File: src/rtl/pwm_capture_pkg.sv
// Shared types and width helpers for the PWM duty/period capture block.
// Defaults describe a 1200-clock PWM with a two-period stuck timeout.

package pwm_capture_pkg;

  typedef enum logic [2:0] {
    StSeek,
    StHigh,
    StLow,
    StStuckH,
    StStuckL
  } cap_state_t;

  // Duty values run 0..interval inclusive.
  function automatic int unsigned duty_width(int unsigned interval);
    return $clog2(interval + 1);
  endfunction

  // Periods can approach twice the timeout once a stuck-high phase is measured.
  function automatic int unsigned period_width(int unsigned timeout);
    return $clog2(2 * timeout);
  endfunction

  function automatic int unsigned count_width(int unsigned timeout);
    return $clog2(timeout + 1);
  endfunction

  localparam int unsigned DefPwmInterval = 1200;
  localparam int unsigned DefTimeout     = 2 * DefPwmInterval;

  localparam int unsigned DW = duty_width(DefPwmInterval);
  localparam int unsigned PW = period_width(DefTimeout);

endpackage

File: src/rtl/sync_edge.sv
// Two-flop synchronizer for the PWM pin plus a registered level and edge detect.
// Reset parks every stage in the "off" level so no edge appears out of reset.

module sync_edge #(
  parameter bit INVERT = 1'b1
) (
  input  logic clk,
  input  logic rst,
  input  logic pwm_in,
  output logic s,
  output logic rise,
  output logic fall
);

  logic sync1_q;
  logic sync2_q;
  logic level_q;
  logic level_prev_q;

  always_ff @(posedge clk) begin
    if (rst) begin
      sync1_q      <= INVERT;
      sync2_q      <= INVERT;
      level_q      <= 1'b0;
      level_prev_q <= 1'b0;
    end else begin
      sync1_q      <= pwm_in;
      sync2_q      <= sync1_q;
      level_q      <= sync2_q ^ INVERT;
      level_prev_q <= level_q;
    end
  end

  always_comb begin
    s    = level_q;
    rise = level_q & ~level_prev_q;
    fall = ~level_q & level_prev_q;
  end

endmodule

File: src/rtl/pwm_capture.sv
// Measures on-time and period of each PWM cycle on one pin, strobing valid per period
// and reporting constant-level inputs as stuck high/low after a timeout.

module pwm_capture
  import pwm_capture_pkg::*;
#(
  parameter int unsigned PWM_INTERVAL = 1200,
  parameter bit          INVERT       = 1'b1,
  parameter int unsigned TIMEOUT      = 2 * PWM_INTERVAL
) (
  input  logic                                clk,
  input  logic                                rst,
  input  logic                                pwm_in,
  output logic [duty_width(PWM_INTERVAL)-1:0] duty_value,
  output logic [period_width(TIMEOUT)-1:0]    period_value,
  output logic                                valid,
  output logic                                stuck_high,
  output logic                                stuck_low
);

  localparam int unsigned DutyW = duty_width(PWM_INTERVAL);
  localparam int unsigned PerW  = period_width(TIMEOUT);
  localparam int unsigned CntW  = count_width(TIMEOUT);

  localparam logic [CntW-1:0]  CntMax   = CntW'(TIMEOUT);
  localparam logic [CntW-1:0]  CntLast  = CntW'(TIMEOUT - 1);
  localparam logic [CntW-1:0]  CntOne   = CntW'(1);
  localparam logic [DutyW-1:0] DutyFull = DutyW'(PWM_INTERVAL);

  logic s;
  logic rise;
  logic fall;

  sync_edge #(
    .INVERT(INVERT)
  ) u_sync_edge (
    .clk   (clk),
    .rst   (rst),
    .pwm_in(pwm_in),
    .s     (s),
    .rise  (rise),
    .fall  (fall)
  );

  cap_state_t       state_q, state_d;
  logic [CntW-1:0]  hi_q, hi_d;
  logic [CntW-1:0]  lo_q, lo_d;
  logic [CntW-1:0]  hi_inc;
  logic [CntW-1:0]  lo_inc;
  logic             valid_d;
  logic [DutyW-1:0] duty_d;
  logic [PerW-1:0]  period_d;

  assign hi_inc = (hi_q == CntMax) ? hi_q : hi_q + CntOne;
  assign lo_inc = (lo_q == CntMax) ? lo_q : lo_q + CntOne;

  always_ff @(posedge clk) begin
    if (rst) begin
      state_q      <= StSeek;
      hi_q         <= '0;
      lo_q         <= '0;
      valid        <= 1'b0;
      duty_value   <= '0;
      period_value <= '0;
    end else begin
      state_q      <= state_d;
      hi_q         <= hi_d;
      lo_q         <= lo_d;
      valid        <= valid_d;
      duty_value   <= duty_d;
      period_value <= period_d;
    end
  end

  // Counters hold the cycles already seen at the current level; a count of
  // TIMEOUT-1 that is not ended by an edge this cycle becomes a stuck condition.
  always_comb begin
    state_d = state_q;
    hi_d    = hi_q;
    lo_d    = lo_q;
    unique case (state_q)
      StSeek: begin
        if (rise) begin
          state_d = StHigh;
          hi_d    = CntOne;
          lo_d    = '0;
        end else if (fall) begin
          lo_d = CntOne;
        end else begin
          lo_d = lo_inc;
          if (lo_q == CntLast) begin
            state_d = s ? StStuckH : StStuckL;
          end
        end
      end
      StHigh: begin
        if (fall) begin
          state_d = StLow;
          lo_d    = CntOne;
        end else begin
          hi_d = hi_inc;
          if (hi_q == CntLast) begin
            state_d = StStuckH;
          end
        end
      end
      StLow: begin
        if (rise) begin
          state_d = StHigh;
          hi_d    = CntOne;
          lo_d    = '0;
        end else begin
          lo_d = lo_inc;
          if (lo_q == CntLast) begin
            state_d = StStuckL;
          end
        end
      end
      StStuckH: begin
        if (fall) begin
          state_d = StLow;
          lo_d    = CntOne;
        end
      end
      StStuckL: begin
        if (rise) begin
          state_d = StHigh;
          hi_d    = CntOne;
          lo_d    = '0;
        end
      end
      default: state_d = StSeek;
    endcase
  end

  always_comb begin
    valid_d  = 1'b0;
    duty_d   = duty_value;
    period_d = period_value;
    if (state_q == StLow && rise) begin
      valid_d  = 1'b1;
      duty_d   = (32'(hi_q) > PWM_INTERVAL) ? DutyFull : DutyW'(hi_q);
      period_d = PerW'(hi_q) + PerW'(lo_q);
    end else if (state_d == StStuckH && state_q != StStuckH) begin
      valid_d  = 1'b1;
      duty_d   = DutyFull;
      period_d = '0;
    end else if (state_d == StStuckL && state_q != StStuckL) begin
      valid_d  = 1'b1;
      duty_d   = '0;
      period_d = '0;
    end
  end

  assign stuck_high = (state_q == StStuckH);
  assign stuck_low  = (state_q == StStuckL);

endmodule

File: config.mk
export PLATFORM = sky130hd
export DESIGN_NAME = pwm_capture
export DESIGN_NICKNAME = d
export VERILOG_FILES = /design/src/rtl/pwm_capture_pkg.sv /design/src/rtl/sync_edge.sv /design/src/rtl/pwm_capture.sv
export SDC_FILE = /design/constraint.sdc
export NUM_CORES = 1
export LEC_CHECK = 0
export ABC_AREA = 1
export BUFFER_PORTS_ARGS = -buffer_cell sky130_fd_sc_hd__clkbuf_2
export CORE_MARGIN = 2
export CORE_UTILIZATION = 50
export CTS_BUF_LIST = sky130_fd_sc_hd__clkbuf_2 sky130_fd_sc_hd__clkbuf_4 sky130_fd_sc_hd__clkbuf_8
export CTS_CLUSTER_DIAMETER = 100
export DETAILED_ROUTE_END_ITERATION = 16
export GPL_ROUTABILITY_DRIVEN = 1
export PLACE_DENSITY = 0.78
export SLEW_MARGIN = 40
export SYNTH_ARGS = -nofsm -noshare
export SYNTH_HDL_FRONTEND = slang
export SYNTH_HIERARCHICAL = 1
export SYNTH_SLANG_ARGS = --single-unit
File: constraint.sdc
create_clock -name clk -period 1.8 [get_ports clk]
set_clock_uncertainty 0.15 [all_clocks]
set_input_delay 0.27 -clock clk [delete_from_list [all_inputs] [get_ports clk]]
set_output_delay 0.27 -clock clk [all_outputs]
set_load 0.03 [all_outputs]
=== Word-level counts from Yosys, hierarchy flattened ===
Cells that the tools add are included.

* Word-level logic and storage cells: 79
* Register bits after elaboration: 56
* Output and inout port bits: 27
* Bits of input ports: 3

* Reduce and logical (&&, ||, !) cells: 11
* Add/sub/neg operators: 3
* Equal/unequal tests: 17
* $lt $le $gt $ge: 1
* Multiplexer cells: 32
* Bitwise logic cells: 5

{| class="wikitable"
|+ Operators by type and width
! cell !! number
|-
| $mux W12 || 9
|-
| $eq A12 B12 Y1 const B || 4
|-
| $pmux W12 S4 || 1
|-
| $mux W11 || 4
|-
| $mux W13 || 3
|-
| $mux W3 || 10
|-
| $add A12 B1 Y12 const B || 2
|-
| $pmux W12 S2 || 1
|-
| $pmux W3 S5 || 1
|-
| $add A12 B12 Y13 || 1
|-
| $gt A12 B11 Y1 const B || 1
|-
| $eq A3 B2 Y1 const B || 3
|-
| $eq A3 B3 Y1 const B || 2
|-
| $ne A2 B1 Y1 const B || 3
|-
| $ne A2 B2 Y1 const B || 2
|-
| $reduce_and A4 Y1 || 1
|-
| $reduce_bool A4 Y1 || 1
|-
| $eq A3 B1 Y1 const B || 1
|-
| $logic_and A1 B1 Y1 || 3
|-
| $logic_not A3 Y1 || 1
|-
| $mux W1 || 3
|-
| $ne A3 B2 Y1 const B || 1
|-
| $ne A3 B3 Y1 const B || 1
|-
| $not A1 Y1 || 3
|-
| other kinds (6) || 7
|}

=== Logic depth before layout (Yosys ltp) ===
Gate-level depths: netlist of the first run.

* Word-level depth: 10
* Depth in mapped cells: 14
* Gate-level depth less buffers: 12

=== Modules after synthesis ===
Netlist of the first run, hierarchy kept.

{| class="wikitable"
|+ Modules (own cells, without submodules)
! module !! area an instance (sq um) !! instances !! cells each !! seq. area each (sq um)
|-
| pwm_capture || 3,260.6 || 1 || 481 || 1,041.0
|-
| sync_edge || 121.4 || 1 || 15 || 80.1
|}

=== Worst setup path after synthesis of the first run ===
No wires, ideal clock.

* Path type: flip-flop to flip-flop
* Start point: register hi_q[0]
* End point: register period_value[10]
* Arrival time: 1.683 ns
* Path slack: -0.104 ns
* Buffers on the path: 0
* Setup time: 0.070 ns
* Data required time: 1.580 ns
* Cell stages (with the launch flop): 11
* Period minus slack after synthesis: 1.904 ns
* Cells stage by stage: dfxtp_1 > ha_1 > fa_1 > nand3_1 > nand2_1 > nand2_1 > nand2_1 > a31oi_1 > or2_2 > nand3_1 > a21oi_1

* Cells in the longest elaborated chain, start to end: 8

{| class="wikitable"
|+ RTL lines
! item !! line !! RTL
|-
| from (decl) || pwm_capture.sv:46 || <nowiki>logic [CntW-1:0] hi_q, hi_d;</nowiki>
|-
| from (signal assigned) || pwm_capture.sv:67 || <nowiki>hi_q <= hi_d;</nowiki>
|-
| $eq A12 B12 Y1 || pwm_capture.sv:102 || <nowiki>if (hi_q == CntLast) begin</nowiki>
|-
| $mux W3 || pwm_capture.sv:102 ||
|-
| $mux W3 || pwm_capture.sv:97 || <nowiki>if (fall) begin</nowiki>
|-
| $pmux W3 S5 || pwm_capture.sv:81 || <nowiki>unique case (state_q)</nowiki>
|-
| $eq A3 B2 Y1 || pwm_capture.sv:144 || <nowiki>end else if (state_d == StStuckH && state_q != StStuckH) begin</nowiki>
|-
| $logic_and A1 B1 Y1 || pwm_capture.sv:144 ||
|-
| $mux W13 || pwm_capture.sv:144 ||
|-
| $mux W13 || pwm_capture.sv:140 || <nowiki>if (state_q == StLow && rise) begin</nowiki>
|-
| to (signal assigned) || pwm_capture.sv:71 || <nowiki>period_value <= period_d;</nowiki>
|-
| to (decl) || pwm_capture.sv:15 || <nowiki>output logic [period_width(TIMEOUT)-1:0] period_value,</nowiki>
|}

Several ways; a longest one is shown, not always the timed one.
A chain may end at the register's enable or synchronous reset.

=== Final worst setup path of the first run ===
Ends and elaborated chain as after synthesis.

==> flow_summary.ini, run 1 <==
[min_path]
hold_class = input pin to register

[placed_design]
gp_routability_congestion = 0.9216
port_buffers = 29
dpl-instance-area_um2 = 4179
dp_hpwl_mm = 7.360

[pwr]
p_int_mw = 1.822
ir_worst_vdd_v = 0.0003700
switching_share = 0.2683
clock_power_share = 0.341
p_seq_frac = 0.515
pwr-share-comb = 0.144
powerDensity_nw_per_um2 = 497.3
p_sw_mw = 0.6682
leakage_nw = 2.245
power.total_mw = 2.490

[detailed_routing]
vias = 4043
via_per_inst = 5.868
drtPass1Iterations = 5
drtAntennaViolNets = 0
wl_per_cell_um = 17.03
drc = 0
drtIter0Drc = 332
drt_wl_total_mm = 11.73

[timing]
setup_ws_ps = -197.3
setup_viol = 30
finalHoldViolations = 0
max_freq_mhz = 500.7
rsz0062_at_grt = yes
worst_pin_slew_ps = 374.6
whs_ps = 166.7
slew_viol_final = 0
relSlewSlack = 0.7503
finalCritPeriodShare = 1.110
fin_crit_ps = 1997

[critical_path]
critPathKind = register to register
worstSetupEndpointType = register
cp.required_ps = 1910
crit_top_cell = nand2_2
cp_cell_sequence = ha_4, fa_2, nand3_2, nand2_2, nand2_1, nand2_2, a31oi_4, or2_4, nand3_1, a21oi_1
critPathArrivalTime_ps = 2110
crit_path_top_delay_cell = dfxtp_4
critPathLaunchType = register
reg2reg_slack_ps = -200
cp_max_fo = 5
critPathTopFamily = adder cells
max_stage_delay_ps = 390
crit_buf_inv = 0

[grt]
grt_pass1_wl_mm = 16.30
overflow = 0
antenna_found_initial = 0
grt_use_total = 0.2729
grt_max_degree = 35
grt_pass1_vias = 3551

[final_layout]
area.growth.synth_to_final_pct = 48.06
postLayoutCoreUtil = 0.7753
stdcell_area_um2 = 5007
fin_nets = 631
final_common_cell = buf_4
drive_above_1_share = 0.4428
final_cell_mix = buf_4, nand2_1, inv_1
antenna_cells = 0

[floorplan]
io_pins = 30
core_um2 = 6459
rows = 29
start_util = 0.5236
die_area_um2 = 7438
die_w_um = 86.25
die_h_um = 86.25

[status]
outcome = complete, but fails checks
violations = setup timing

[synthesis]
synth_ff_type = dfxtp_1
synthTopCellsByArea = dfxtp_1, nand2_1, a21oi_1
yosysTopAreaCell = dfxtp_1
ys_ff_latch = 56
synth-edff-count = 0
synth_top_area_share = 0.3315
yosysWarningCount = 6
async_flop_share = 0
syn-num-nets = 516
syn_inst = 496
synth-seq-area-share = 0.3315
avgSynthCellArea_um2 = 6.819
synth_cell_types = 42
syn_area_um2 = 3382

[clocking]
clk_latency_ps = 320
clock_path_buffers = 2
htree_levels = 2
clkSinkCount = 56
cts_tree = yes
cts.clk_slew.worst_paths_ps = 110
numCtsBuffers = 5
root_buffer = clkbuf_8

[job]
maxCapViolations = 0
-- power by group through the flow --
| stage | clock [mW] | sequential, mW | combinational [mW] |
|---|---|---|---|
| 2_1_floorplan | 0 | 1.31 | 0.139 |
| 3_5_place_dp | 0 | 1.30 | 0.264 |
| 6_report | 0.850 | 1.28 | 0.358 |
| 3_3_place_gp | 0 | 1.30 | 0.258 |
| 5_1_grt | 0.902 | 1.28 | 0.388 |
| 4_1_cts | 0.853 | 1.28 | 0.278 |
-- path summary, 6_finish.rpt --
| check | cells past startpoint | to | start |
|---|---|---|---|
| worst min-delay path | 3 | lo_q[6] | rst |
| worst max-delay path | 10 | period_value[10] | hi_q[0] |
| worst max register to register | 10 | period_value[10] | hi_q[0] |
| worst min register to register | 1 | u_sync_edge/s | u_sync_edge/sync2_q |
-- area by class of cell --
type | count | area [um2]
Clock buffer | 5 | 68.82
Clock inverter | 3 | 42.54
Fill cell | 412 | 1451
Inverter | 71 | 281.5
Multi-Input combinational cell | 354 | 2445
Sequential cell | 56 | 1165
Tap cell | 77 | 96.34
Timing Repair Buffer | 123 | 908.4
-- per-stage QoR --
stage / setup TNS (ps) / worst slack [ps] / instances
final: -1761 / -197.3 / 689
after global routing: -5242 / -257.5 / 689
after CTS: -1092 / -118.2 / 677
after detailed placement: -1895 / -131.9 / 667
after global placement: -468.7 / -118.6 / 667
after floorplan: -10.76 / -7.186 / 496
-- sequential cells by signal, summed over array words and instances (netlist names) --
name,count
period_value,13
valid,1
duty_value,11
u_sync_edge/sync2_q,1
state_q,3
lo_q,12
u_sync_edge/level_prev_q,1
u_sync_edge/s,1
u_sync_edge/sync1_q,1
hi_q,12
-- kinds of logic after synthesis --
family          synth area share
fa+ha+maj                0.06511
xor+xnor                 0.02072
flops                     0.3315
simple gates              0.3326
buf+inv                   0.1051
compound gates            0.1450
-- layer usage --
metal	share of wire	GRT usage	wire [um]
met3	0.061	0.03810	715
met4	0.040	0.09233	465
met1	0.41	0.3432	4858
met5	0	0	0
met2	0.49	0.4799	5693
-- timing repair --
action | CTS | global route
hold buffers | 1 | 0
gates cloned | 0 | 0
buffers inserted | 1 | 12
gates resized for setup | 25 | 139
endpoints found under the setup margin | 35 | 47
pin swaps | 0 | 51
endpoints found under the hold margin | 1 | 0
-- synthesized netlist by cell type, types with 4 or more instances --
master / instances
o21ai_0: 21
buf_2: 6
nand2_2: 5
a31oi_1: 6
nand4_1: 31
clkbuf_1: 5
ha_1: 16
nand3_2: 6
inv_2: 6
nor2_1: 41
inv_1: 63
dfxtp_1: 56
nor4_1: 4
a21oi_1: 50
nand2_1: 102
nor3_1: 13
nand3_1: 27
xor2_1: 6
-- worst register-to-register path, cell delays in order, from the launching register on --
cell     delay, ps
dfxtp_4        390
ha_4           170
fa_2           380
nand3_2        100
nand2_2         90
nand2_1        100
nand2_2         70
a31oi_4        170
or2_4          130
nand3_1         60
a21oi_1        130
No activity file was read; power rests on OpenSTA's default activity.
==> inputs of run 2 (changes only) <==
Settings changed: ABC_AREA 1 to unset, PLACE_DENSITY 0.78 to 0.79.
==> flow_summary.ini, run 2 <==
[status]
outcome = complete, but fails checks
violations = setup timing

[placed_design]
dpl-instance-area_um2 = 4040
port_buffers = 29
gp_routability_congestion = 0.8892
dp_hpwl_mm = 6.148

[critical_path]
crit_start = lo_q[0]
regToRegStartpoint = lo_q[0]
critPathArrivalTime_ps = 2440
critPathLaunchType = register
critPathKind = register to register
worstSetupEndpointType = register
cp.required_ps = 1870
cp_max_fo = 20

[timing]
finalHoldViolations = 0
rsz0062_at_grt = yes
whs_ps = 70.46
worst_pin_slew_ps = 583.6
finalCritPeriodShare = 1.318
slew_viol_final = 0
setup_viol = 50
max_freq_mhz = 421.4
fin_crit_ps = 2373
relSlewSlack = 0.6079
setup_ws_ps = -572.8

[final_layout]
antenna_cells = 0
area.growth.synth_to_final_pct = 55.00
drive_above_1_share = 0.5031
final_cell_mix = buf_4, dfxtp_1, nor2_1, clkbuf_2, a22o_1
largest-register = period_value
stdcell_area_um2 = 4711
postLayoutCoreUtil = 0.8004
fin_nets = 496
nFillCells = 325
multi_input_area_um2 = 2222
final_common_cell = buf_4
ff_latch_area_um2 = 1144
largest_reg_flops = 13
top_regs = period_value: 13 flops, hi_q: 12 flops, lo_q: 12 flops

[synthesis]
yosysWarningCount = 6
synthTopCellsByArea = dfxtp_1, ha_1, a22o_1
synthSimpleGateAreaFrac = 0.2408
synth_top_area_share = 0.3689
yosys.area_share.xor_xnor = 0.06340
avgSynthCellArea_um2 = 9.018
ys_ff_latch = 56
async_flop_share = 0
syn_area_um2 = 3039
synth_ff_type = dfxtp_1
syn_inst = 337
synth_top_family_by_area = simple AND/OR/NAND/NOR gates
synthMuxAreaShare = 0.01317
yosysTopAreaCell = dfxtp_1
yosysMostFrequentCell = dfxtp_1
synth-seq-area-share = 0.3689
syn-num-nets = 357
synth_common_cells = dfxtp_1, nor2_1, a21oi_1
synth_cell_types = 59
synthAdderAreaFrac = 0.07246
synth_compound_area_frac = 0.2071
synth-edff-count = 0

[grt]
antenna_found_initial = 0
grt_pass1_wl_mm = 14.99
grt_use_total = 0.2889
overflow = 0
grt_pass1_vias = 3169
grt_max_degree = 21

[clocking]
clk_latency_ps = 320
clkSinkCount = 56
htree_levels = 2
cts.clk_slew.worst_paths_ps = 110
numCtsBuffers = 5
clock_path_buffers = 2
root_buffer = clkbuf_8
cts_tree = yes

[detailed_routing]
vias = 3408
drtIter0Drc = 216
drtPass1Iterations = 5
via_per_inst = 6.174
drtAntennaViolNets = 0
wl_per_cell_um = 19.64
m1WireLength_mm = 4.186
wl_met2_mm = 5.394
top_layer_used = met4
drt_wl_total_mm = 10.84
wl_met3_um = 790
drc = 0

[job]
maxCapViolations = 0

[floorplan]
start_util = 0.5164
die_area_um2 = 6718
io_pins = 30
die_h_um = 81.97
rows = 28
die_w_um = 81.97
core_um2 = 5886

[min_path]
min_from = rst
hold_class = input pin to register

[pwr]
leakage_nw = 2.111
powerDensity_nw_per_um2 = 499.4
ir_worst_vdd_v = 0.0003365
## run 2: metrics by stage
stage	instances	power, mW	worst slack, ps	setup TNS [ps]
after global routing	552	2.400	-650.0	-25270
after detailed placement	523	1.495	-579.3	-23350
after floorplan	337	1.410	-504.3	-17190
after global placement	523	1.489	-528.5	-20320
final	552	2.352	-572.8	-21420
after CTS	546	2.283	-463.2	-16260
## run 2: area by class of cell
cell class / count / area share
clock inverter: 3 / 0.005312
inverter: 12 / 0.01062
tap: 75 / 0.01992
multi-input combinational: 259 / 0.4717
clock buffer: 5 / 0.01461
sequential: 56 / 0.2428
timing repair buffer: 142 / 0.2351
## run 2: critical path, cell delays in order, from the launching register on
cell	delay (ps)
dfxtp_4	390
ha_4	150
nand4_4	130
nor4_4	170
buf_4	200
nand3b_4	80
a221o_1	360
o211a_1	260
buf_12	160
a22o_1	210
## run 2: per-layer routing
| layer | GRT usage | vias to the layer above |
|---|---|---|
| li1 | - | 1526 |
| met4 | 0.1367 | 0 |
| met2 | 0.5024 | 206 |
| met3 | 0.05824 | 59 |
| met1 | 0.3380 | 1617 |
| met5 | 0 | - |
## run 2: power breakdown
part	leakage, nW	internal, mW	switching (mW)	total, mW
Sequential	0.458	1.25	0.0140	1.26
Clock	0.0452	0.286	0.479	0.765
Combinational	1.61	0.164	0.158	0.322
## run 2: cells by family (layout without fill, tap and decap cells)
kind of cell	after synthesis	in the layout
compound gates	91	91
xor+xnor	22	22
mux	4	4
buf+inv	22	162
flops	56	56
simple gates	125	125
fa+ha+maj	17	17
## run 2: path summary, 6_finish.rpt
path / to / slack (ps) / cells past startpoint
worst max-delay path: period_value[0] / -570 / 9
worst min register to register: u_sync_edge/s / 250 / 1
worst max register to register: period_value[0] / -570 / 9
worst min-delay path: hi_q[0] / 70 / 2
## run 2: timing repair
action / CTS / global route
resized for setup: 59 / 47
hold buffers: 1 / 0
setup endpoints to repair: 52 / 54
cloned: 0 / 1
pin swaps: 22 / 19
endpoints found under the hold margin: 1 / 0
setup buffers: 14 / 9
==> inputs of run 3 (changes only) <==
Settings changed: CAP_MARGIN set to 30, CORE_ASPECT_RATIO set to 2.
==> flow_summary.ini, run 3 (synthesis gave the netlist of run 2 again) <==
[final_layout]
area.growth.synth_to_final_pct = 49.40
stdcell_area_um2 = 4541
top_regs = period_value: 13 flops, hi_q: 12 flops, lo_q: 12 flops
nFillCells = 372
final_common_cell = buf_4
postLayoutCoreUtil = 0.7624
largest-register = period_value
fin_nets = 487
antenna_cells = 0
multi_input_area_um2 = 2176
final_cell_mix = buf_4, dfxtp_1, nor2_1, clkbuf_2, a22o_1
ff_latch_area_um2 = 1142
largest_reg_flops = 13
drive_above_1_share = 0.4701

[floorplan]
die_w_um = 59.13
start_util = 0.5103
io_pins = 30
core_um2 = 5956
die_area_um2 = 6756
die_h_um = 114.3
rows = 40

[timing]
setup_ws_ps = -509.6
finalCritPeriodShare = 1.283
slew_viol_final = 0
finalHoldViolations = 0
worst_pin_slew_ps = 489.0
relSlewSlack = 0.6715
rsz0062_at_grt = yes
max_freq_mhz = 433.0
setup_tns_ps = -18370
setup_viol = 49
fin_crit_ps = 2310

[detailed_routing]
drc = 0
vias = 3203
wl_per_cell_um = 18.38
via_per_inst = 6.032
drtIter0Drc = 215
drtPass1Iterations = 5
drt_wl_total_mm = 9.758
drtAntennaViolNets = 0

[clocking]
cts.clk_slew.worst_paths_ps = 100
root_buffer = clkbuf_8
clk_latency_ps = 340
numCtsBuffers = 5
cts_tree = yes
htree_levels = 2
clkSinkCount = 56
clock_path_buffers = 2

[min_path]
min_from = rst
hold_class = input pin to register

[critical_path]
cp.required_ps = 1880
regToRegStartpoint = lo_q[9]
crit_start = lo_q[9]
critPathKind = register to register
critPathLaunchType = register
cp_max_fo = 20
worstSetupEndpointType = register
critPathArrivalTime_ps = 2390
reg2reg_slack_ps = -510

[placed_design]
dpl-instance-area_um2 = 4003
dp_hpwl_mm = 6.654
gp_routability_congestion = 0.9217
port_buffers = 29
dp_slack_ps = -569.0

[grt]
overflow = 0
grt_max_degree = 21
grt_pass1_wl_mm = 15.08
grt_use_total = 0.2933
antenna_found_initial = 0
grt_pass1_vias = 3289

[job]
maxCapViolations = 0

[status]
outcome = complete, but fails checks
violations = setup timing

[pwr]
powerDensity_nw_per_um2 = 514.3
power.total_mw = 2.335
ir_worst_vdd_v = 0.0003424
leakage_nw = 2.033
run 3: cell count changes in the layout (fill, tap and decap cells not counted), moves of 2 or more:
cell	delta
nand2_2	-3
buf_4	-5
nor3_2	-2
nor3b_2	-2
and2_4	-2
a21oi_2	-3
clkbuf_4	+2
inv_6	-2
nand2_1	+3
nor3b_1	+2
a21oi_1	+3
buf_6	-4
run 3: critical path: stages, from the launching register on:
cell       delay, ps
dfxtp_1          330
nand4bb_4        260
nor4_4           250
buf_4            190
nand3b_4          80
a221o_1          330
o211a_1          250
buf_12           160
a32o_1           200
run 3: routing by layer:
metal	part of all wire	global-route usage	wire (um)	vias to the layer above
met5	0	0	0	-
met4	0.092	0.2682	895	0
met3	0.052	0.05650	510	63
met2	0.52	0.5007	5028	143
met1	0.34	0.2798	3325	1498
li1	-	-	-	1499
run 3: power breakdown:
part	leakage (nW)	switching [mW]	internal (mW)	total, mW
Sequential	0.457	0.0148	1.25	1.27
Combinational	1.52	0.147	0.151	0.297
Clock	0.0522	0.442	0.330	0.773
run 3: final timing paths:
kind                           end  cells after the start
setup / recovery  period_value[10]                      8
hold / removal             lo_q[0]                      2
setup reg to reg  period_value[10]                      8
hold reg to reg      u_sync_edge/s                      1
run 3: through the flow:
step / cells / hold slack (ps)
finish: 531 / 154.6
global route: 531 / 153.5
CTS: 526 / 135.1
detailed placement: 508 / 228.9
global placement: 508 / 216.5
floorplan: 337 / 179.3
run 3: cell type report:
type                            instances  share of cell area
Clock buffer                            7             0.01984
Inverter                               12             0.01102
Clock inverter                          1            0.001378
Tap cell                               63             0.01736
Timing Repair Buffer                  133              0.2196
Multi-Input combinational cell        259              0.4792
Sequential cell                        56              0.2516
run 3: what timing repair did:
action,4_1_cts,5_1_grt
setup buffers,10,6
resized for setup,51,35
pin swaps,21,14
hold endpoints to repair,1,0
endpoints found under the setup margin,53,53
hold buffers,1,0
